<file path="src/rtl/elastic_pipe_reg.sv">
// Elastic inter-stage pipeline register: generic ctrl/data buses, valid/ready
// handshake backed by a 2-entry skid buffer, flush, freeze and stall counter.
module elastic_pipe_reg #(
    parameter int CTRL_SIZE         = 16,
    parameter int DATA_SIZE         = 32,
    parameter int FLUSH_CLEARS_DATA = 1,
    parameter int CNT_SIZE          = 8
) (
    input  logic                 i_clk,
    input  logic                 i_reset,
    input  logic                 i_enable,
    input  logic                 i_flush,
    input  logic                 i_valid,
    output logic                 o_ready,
    input  logic [CTRL_SIZE-1:0] i_ctrl,
    input  logic [DATA_SIZE-1:0] i_data,
    output logic                 o_valid,
    input  logic                 i_ready,
    output logic [CTRL_SIZE-1:0] o_ctrl,
    output logic [DATA_SIZE-1:0] o_data,
    output logic [1:0]           o_occupancy,
    output logic [CNT_SIZE-1:0]  o_stall_cycles
);

    // State encoding doubles as the stored-word count driven on o_occupancy.
    localparam logic [1:0] ST_EMPTY = 2'd0;
    localparam logic [1:0] ST_ONE   = 2'd1;
    localparam logic [1:0] ST_FULL  = 2'd2;

    localparam logic [CNT_SIZE-1:0] CNT_MAX = {CNT_SIZE{1'b1}};
    localparam logic [CNT_SIZE-1:0] CNT_ONE = {{(CNT_SIZE-1){1'b0}}, 1'b1};

    logic [1:0]           r_state;
    logic                 r_main_valid;
    logic                 r_skid_valid;
    logic [CTRL_SIZE-1:0] r_main_ctrl;
    logic [DATA_SIZE-1:0] r_main_data;
    logic [CTRL_SIZE-1:0] r_skid_ctrl;
    logic [DATA_SIZE-1:0] r_skid_data;
    logic [CNT_SIZE-1:0]  r_stall_cnt;

    logic [1:0]           w_state_n;
    logic                 w_main_valid_n;
    logic                 w_skid_valid_n;
    logic [CTRL_SIZE-1:0] w_main_ctrl_n;
    logic [DATA_SIZE-1:0] w_main_data_n;
    logic [CTRL_SIZE-1:0] w_skid_ctrl_n;
    logic [DATA_SIZE-1:0] w_skid_data_n;
    logic                 w_in_fire;
    logic                 w_out_fire;
    logic                 w_stall;

    assign o_ready     = i_enable & ~r_skid_valid & ~i_reset;
    assign w_in_fire   = i_valid & o_ready;
    assign w_out_fire  = r_main_valid & i_ready & i_enable;
    assign w_stall     = r_main_valid & ~i_ready & i_enable;

    assign o_valid        = r_main_valid;
    assign o_ctrl         = r_main_ctrl;
    assign o_data         = r_main_data;
    assign o_occupancy    = r_state;
    assign o_stall_cycles = r_stall_cnt;

    // Next-state logic: flush beats freeze, freeze beats the handshake.
    always_comb begin
        w_state_n      = r_state;
        w_main_valid_n = r_main_valid;
        w_skid_valid_n = r_skid_valid;
        w_main_ctrl_n  = r_main_ctrl;
        w_main_data_n  = r_main_data;
        w_skid_ctrl_n  = r_skid_ctrl;
        w_skid_data_n  = r_skid_data;
        if (i_flush) begin
            w_state_n      = ST_EMPTY;
            w_main_valid_n = 1'b0;
            w_skid_valid_n = 1'b0;
            w_main_ctrl_n  = {CTRL_SIZE{1'b0}};
            w_skid_ctrl_n  = {CTRL_SIZE{1'b0}};
            if (FLUSH_CLEARS_DATA != 0) begin
                w_main_data_n = {DATA_SIZE{1'b0}};
                w_skid_data_n = {DATA_SIZE{1'b0}};
            end else begin
                w_main_data_n = r_main_data;
                w_skid_data_n = r_skid_data;
            end
        end else if (!i_enable) begin
            w_state_n = r_state;
        end else begin
            case (r_state)
                ST_EMPTY: begin
                    if (w_in_fire) begin
                        w_state_n      = ST_ONE;
                        w_main_valid_n = 1'b1;
                        w_main_ctrl_n  = i_ctrl;
                        w_main_data_n  = i_data;
                    end else begin
                        w_state_n = ST_EMPTY;
                    end
                end
                ST_ONE: begin
                    if (w_in_fire && w_out_fire) begin
                        w_main_ctrl_n = i_ctrl;
                        w_main_data_n = i_data;
                    end else if (w_in_fire) begin
                        w_state_n      = ST_FULL;
                        w_skid_valid_n = 1'b1;
                        w_skid_ctrl_n  = i_ctrl;
                        w_skid_data_n  = i_data;
                    end else if (w_out_fire) begin
                        w_state_n      = ST_EMPTY;
                        w_main_valid_n = 1'b0;
                    end else begin
                        w_state_n = ST_ONE;
                    end
                end
                ST_FULL: begin
                    if (w_out_fire) begin
                        w_state_n      = ST_ONE;
                        w_main_ctrl_n  = r_skid_ctrl;
                        w_main_data_n  = r_skid_data;
                        w_skid_valid_n = 1'b0;
                        w_skid_ctrl_n  = {CTRL_SIZE{1'b0}};
                        w_skid_data_n  = {DATA_SIZE{1'b0}};
                    end else begin
                        w_state_n = ST_FULL;
                    end
                end
                default: begin
                    w_state_n      = ST_EMPTY;
                    w_main_valid_n = 1'b0;
                    w_skid_valid_n = 1'b0;
                end
            endcase
        end
    end

    // Storage registers for both entries and the state.
    always_ff @(posedge i_clk or posedge i_reset) begin
        if (i_reset) begin
            r_state      <= ST_EMPTY;
            r_main_valid <= 1'b0;
            r_skid_valid <= 1'b0;
            r_main_ctrl  <= {CTRL_SIZE{1'b0}};
            r_main_data  <= {DATA_SIZE{1'b0}};
            r_skid_ctrl  <= {CTRL_SIZE{1'b0}};
            r_skid_data  <= {DATA_SIZE{1'b0}};
        end else begin
            r_state      <= w_state_n;
            r_main_valid <= w_main_valid_n;
            r_skid_valid <= w_skid_valid_n;
            r_main_ctrl  <= w_main_ctrl_n;
            r_main_data  <= w_main_data_n;
            r_skid_ctrl  <= w_skid_ctrl_n;
            r_skid_data  <= w_skid_data_n;
        end
    end

    // Saturating back-pressure counter; only reset clears it.
    always_ff @(posedge i_clk or posedge i_reset) begin
        if (i_reset) begin
            r_stall_cnt <= {CNT_SIZE{1'b0}};
        end else if (w_stall && (r_stall_cnt != CNT_MAX)) begin
            r_stall_cnt <= r_stall_cnt + CNT_ONE;
        end else begin
            r_stall_cnt <= r_stall_cnt;
        end
    end

endmodule
</file>
<file path="config.mk">
export PLATFORM = sky130hd
export DESIGN_NAME = elastic_pipe_reg
export DESIGN_NICKNAME = d
export VERILOG_FILES = /design/src/rtl/elastic_pipe_reg.sv
export SDC_FILE = /design/constraint.sdc
export NUM_CORES = 1
export LEC_CHECK = 0
export ABC_CLOCK_PERIOD_IN_PS = 2850
export BUFFER_PORTS_ARGS = -buffer_cell sky130_fd_sc_hd__buf_2
export CAP_MARGIN = 20
export CORE_MARGIN = 1
export CORE_UTILIZATION = 45
export DETAILED_ROUTE_END_ITERATION = 6
export HOLD_SLACK_MARGIN = 0.02
export PLACE_DENSITY = 0.69
export SYNTH_ARGS = -nofsm -noshare
export SYNTH_HDL_FRONTEND = slang
export SYNTH_SLANG_ARGS = --single-unit
</file>
<file path="constraint.sdc">
create_clock -name i_clk -period 2.85 [get_ports i_clk]
set_input_delay 0.1425 -clock i_clk [delete_from_list [all_inputs] [get_ports i_clk]]
set_output_delay 0.1425 -clock i_clk [all_outputs]
set_load 0.05 [all_outputs]
</file>
# Yosys cells after proc, flatten, opt, wreduce, memory -nomap -nowiden
# Index checks and enable logic that the tools add are counted.
[word_totals]
regBits = 108
in_bits = 54
[op_classes]
n_addsub = 1
eq_ne = 12
n_mux = 41
n_bitwise = 10
n_reduce_logical = 11
[ops]
columns = ["cell", "count"]
rows = [
  ["$mux 32", 9],
  ["$mux 16", 9],
  ["$pmux 32 s3", 1],
  ["$pmux 32 s2", 1],
  ["$pmux 16 s3", 1],
  ["$pmux 16 s2", 1],
  ["$ne 3x3->1 const B", 7],
  ["$reduce_and 5->1", 3],
  ["$mux 1", 11],
  ["$mux 2", 5],
  ["$add 8x1->8 const B", 1],
  ["$ne 8x8->1 const B", 1],
  ["$and 1x1->1", 7],
  ["$pmux 1 s3", 2],
  ["$pmux 2 s3", 1],
  ["$reduce_and 6->1", 1],
  ["$ne 2x2->1 const B", 2],
  ["$reduce_bool 4->1", 1],
  ["$not 1->1", 3],
  ["$reduce_bool 3->1", 1],
  ["$eq 2x1->1 const B", 1],
  ["$eq 2x2->1 const B", 1],
  ["$logic_and 1x1->1", 2],
  ["$logic_not 2->1", 1],
  ["other kinds (2)", 2],
]

# Depth between registers and ports, before layout
[depth]
ltp_word = 9
depth_mapped = 9
ltp_nobuf = 6

# Least setup slack after synthesis
# Ideal clock, no wire load.
[synth_timing]
path_kind = "reg-to-reg"
startpoint = "register r_state[0], in the netlist o_occupancy[0]"
endpoint = "register r_main_data[11], in the netlist o_data[11]"
setup_time_ps = 94
arrival_time_ps = 2153
slack_ps = 603
stages_incl_launch_ff = 10
n_path_buf = 3
synth_period_minus_slack_ps = 2247
cell_sequence = "dfrtp_1 inv_1 ha_1 buf_2 inv_2 o221ai_1 o21bai_1 buf_4 buf_6 a221oi_2"
[synth_via]
elab_chain_len = 4
word_cells_on_any_way = 11
[synth_rtl]
columns = ["item", "line", "rtl"]
rows = [
  ["start, declared", "33", "logic [1:0] r_state;"],
  ["start signal, assigned", "148", "r_state <= w_state_n;"],
  ["$eq 2x2->1 (tied with other cells)", "89", "case (r_state)"],
  ["$pmux 32 s3", "89", ""],
  ["$mux 32", "86", "end else if (!i_enable) begin"],
  ["$mux 32", "73", "if (i_flush) begin"],
  ["end signal, assigned", "144", "r_main_data <= {DATA_SIZE{1'b0}};"],
  ["end signal, assigned", "152", "r_main_data <= w_main_data_n;"],
  ["end, declared", "37", "logic [DATA_SIZE-1:0] r_main_data;"],
]
# Parallel ways exist; a longest one is shown, timed or not. The select of a mux whose other input is x is not followed.
# A chain may end at the register's enable or synchronous reset.

# Final worst setup path
[layout_timing]
startpoint = "register r_state[0], in the netlist o_occupancy[0]"
endpoint = "register r_skid_data[21]"
[layout_via]
elab_chain_len = 4
word_cells_on_any_way = 10
[layout_rtl]
columns = ["item", "line", "rtl"]
rows = [
  ["$eq 2x2->1 / $eq 2x1->1 (equally long branches)", "89", ""],
  ["$pmux 32 s2", "89", ""],
  ["$mux 32", "86", ""],
  ["$mux 32", "73", ""],
  ["end signal, assigned", "146", "r_skid_data <= {DATA_SIZE{1'b0}};"],
  ["end signal, assigned", "154", "r_skid_data <= w_skid_data_n;"],
  ["end, declared", "39", "logic [DATA_SIZE-1:0] r_skid_data;"],
]
# Parallel ways exist; a longest one is shown, timed or not. The select of a mux whose other input is x is not followed.

==> results.tsv <==
stage	metric	value	unit
run_status	status	finished, final reports clean	
power	Combinational Power Share	0.166	
cells_and_area	Post-Layout Cell Count	815	
setup_path	Worst Setup SP	o_occupancy[0]	
cells_and_area	Nets	702	
global_routing	initial antenna violation count	0	
place	placer congestion estimate	0.7525	
setup_path	critical path class	flop to flop	
global_routing	GRT Total Usage	0.2156	
power	sequential share of power	0.473	
timing	fin crit share	0.7971	
clock_tree	Num Clock Sinks	108	
cells_and_area	Layout fillers	1116	
drt	ANT nets after route	0	
synth	register area share after synthesis	0.4785	
clock_tree	CTS tree	yes	
timing	min Tclk post-route	2272	ps
clock_tree	Clock Latency Late Sink	350	ps
drt	Iter 0 DRT Violations	292	
power	sw frac	0.2917	
cells_and_area	commonest non-fill, non-tap cell in the layout	buf_2	
clock_tree	clk root buf	clkbuf_16	
timing	actual slew at the worst max-slew pin	993.1	ps
clock_tree	CTS clk-pin slew, worst paths	70	ps
timing	Final Hold Violating Endpoints	0	
setup_path	setup slack, reg-to-reg	580	ps
cells_and_area	most frequent cells in the layout	buf_2, dfrtp_1, inv_1	
clock_tree	cts bufs inserted	9	
synth	Async SR Flop Fraction	1.000	
cells_and_area	Area Overhead vs Synth	17.30	%
power	Psw	1.001	mW
synth	Mean Syn Cell Area	9.996	um^2
drt	DR vias	4593	
floorplanning	initial core utilization	0.4663	
clock_tree	cts hold-fix bufs	0	
synth	FF+latch count, synth	108	
clock_tree	post-CTS setup buffers	0	
timing	endpoints failing setup	0	
cells_and_area	total area of sequential cells	0.002703	mm^2
power	worst vdd ir	0.0003758	V
drt	total iterations of the first detailed-routing run	4	
clock_tree	clock tree buffer depth	2	
synth	count of cell types in the netlist	42	
setup_path	Crit path required time	3050	ps
setup_path	RR Startpoint	o_occupancy[0]	
timing	setup TNS	0	ps
floorplanning	Die Span Y	114.0	um
power	LEAKAGE	2.856	nW
run	max_cap viols	0	
drt	drt via density	5.636	
timing	Rel. slew slack	0.3379	
cells_and_area	post-layout util	0.5470	
timing	hold slack	30.53	ps
floorplanning	die footprint	0.01300	mm^2
synth	simple-gate area share of the yosys netlist	0.1943	
synth	Yosys Warn Count	0	
synth	Post-synth EDFFs	0	
drt	DR WL/cell	16.63	um
power	Clock Power Share	0.360	
synth	Synth Flop Type	dfrtp_1	
power	Int Power	2.429	mW
cells_and_area	ant diodes	0	
synth	post-synthesis xor/xnor area fraction	0.01086	
place	DP Cell Count	799	
floorplanning	Chip Width	114.0	um
synth	largest family of logic cells by synthesized area	compound AO/OA/AOI/OAI gates	
setup_path	critical path peak fanout	48	
hold_path	min-delay worst type	primary input to async pin	
global_routing	grt total ovfl	0	
setup_path	crit end category	flop	
timing	fin. max-slew vios	0	
drt	WL final	13560	um
floorplanning	# IOs	114	
synth	Post-Syn Area	0.005648	mm^2
global_routing	vias in the first global route	4388	
timing	RSZ-0062 raised after global routing	false	
setup_path	worst reg2reg path endpoint	r_skid_data[21]	
floorplanning	site row count	40	
floorplanning	Core ar.	0.01211	mm^2
synth	syn nets	624	
cells_and_area	ratio of cells with drive above 1 in the final layout	0.2612	
place	DP Wirelength	8418	um
clock_tree	post-cts resize count	0	
timing	Fmax	440.2	MHz
drt	drt drc	0	
setup_path	crit path DAT	2470	ps
synth	adder-cell share of the synthesized area	0.01108	
synth	post-synthesis compound-gate area fraction	0.2215	
place	IO Port Bufs	113	
timing	clock skew	7.291	ps
synth	Post-Synthesis Cells	565	
global_routing	largest net degree at the start of global routing	100	
power	PwrDens	517.7	mW/mm^2
setup_path	Worst Setup Start Kind	flop	
setup_path	r2r worst-path depth	6	
synth	post-synthesis mux area share	0.001994	
global_routing	first-pass GRT wire length	22180	um
cells_and_area	area occupied by multi-input gates	0.002526	mm^2
clock_tree	H-tree depth	3	
-- critical path: stages, from the launching register on --
cell and delay [ps]:
dfrtp_1 430, inv_1 130, ha_4 150, inv_2 130
or3_2 950, nand3_1 240, a21oi_1 90
-- power by group through the flow --
stage	clock (mW)	combinational [mW]	sequential, mW
final	1.24	0.570	1.62
after global routing	1.31	0.616	1.63
after CTS	1.26	0.574	1.62
after detailed placement	0	0.572	1.65
after global placement	0	0.562	1.65
after floorplan	0	0.235	1.82
-- registers in the layout, indices dropped and copies added, names as in the netlist --
signal / cells
o_ctrl: 16
o_data: 32
o_occupancy: 2
o_stall_cycles: 8
o_valid: 1
r_skid_ctrl: 16
r_skid_data: 32
r_skid_valid: 1
-- worst max-delay path by stage --
stage,slack [ps],cells after the start,to
2_1_floorplan,600,9,o_data[11]
3_3_place_gp,370,6,o_data[3]
3_5_place_dp,280,6,o_data[3]
4_1_cts,260,6,o_data[3]
5_1_grt,350,7,r_skid_data[15]
6_report,580,6,r_skid_data[21]
-- cells in the mapped netlist, types with 2 or more instances --
cell      count  area (um^2)
xnor2_1       3        26.28
and3_1        2        12.51
nand2_1       4        15.01
nand3b_1     49        367.9
xor2_1        4        35.03
clkbuf_1     41        153.9
inv_1        53        198.9
o21ai_0       2        10.01
a21oi_1      50        250.2
buf_4         3        22.52
ha_1          5        62.56
a221oi_1     28        245.2
dfrtp_1     108         2703
nand3_1      50        250.2
nor3_1        5        25.02
a221oi_2     20        300.3
a31oi_1       2        12.51
buf_6         2        22.52
buf_2        12        60.06
or3_1         2        12.51
a211oi_1     50        375.4
nor2_1        3        11.26
nor2b_1      48        300.3
-- cell families after synthesis --
kind of cell               after synthesis
AOI/OAI and AO/OA                      159
xor gates and xnor gates                 7
adders and majority gates                5
buffers and inverters                  112
DFF                                    108
muxes                                    1
and+or+nand+nor                        173
-- area by class of cell --
class,count,area share
sequential,108,0.4079
multi-input combinational,345,0.3813
timing repair buffer,125,0.1050
clock buffer,11,0.03513
tap,168,0.03173
inverter,54,0.03116
clock inverter,4,0.007743
-- routing by layer --
metal,GRT usage,share of wire
met5,0,0
met3,0.03879,0.044
met2,0.3519,0.49
met1,0.2975,0.46
met4,0.05455,0.0098
-- metrics by stage --
step / total power [mW] / instance area, um^2 / setup WS (ps)
finish: 3.430 / 6625 / 578.4
global route: 3.560 / 6625 / 351.7
CTS: 3.456 / 6605 / 263.2
detailed placement: 2.226 / 6321 / 283.9
global placement: 2.213 / 6321 / 372.7
floorplan: 2.058 / 5652 / 602.5
Note: power is estimated with default switching activity, not from simulation.
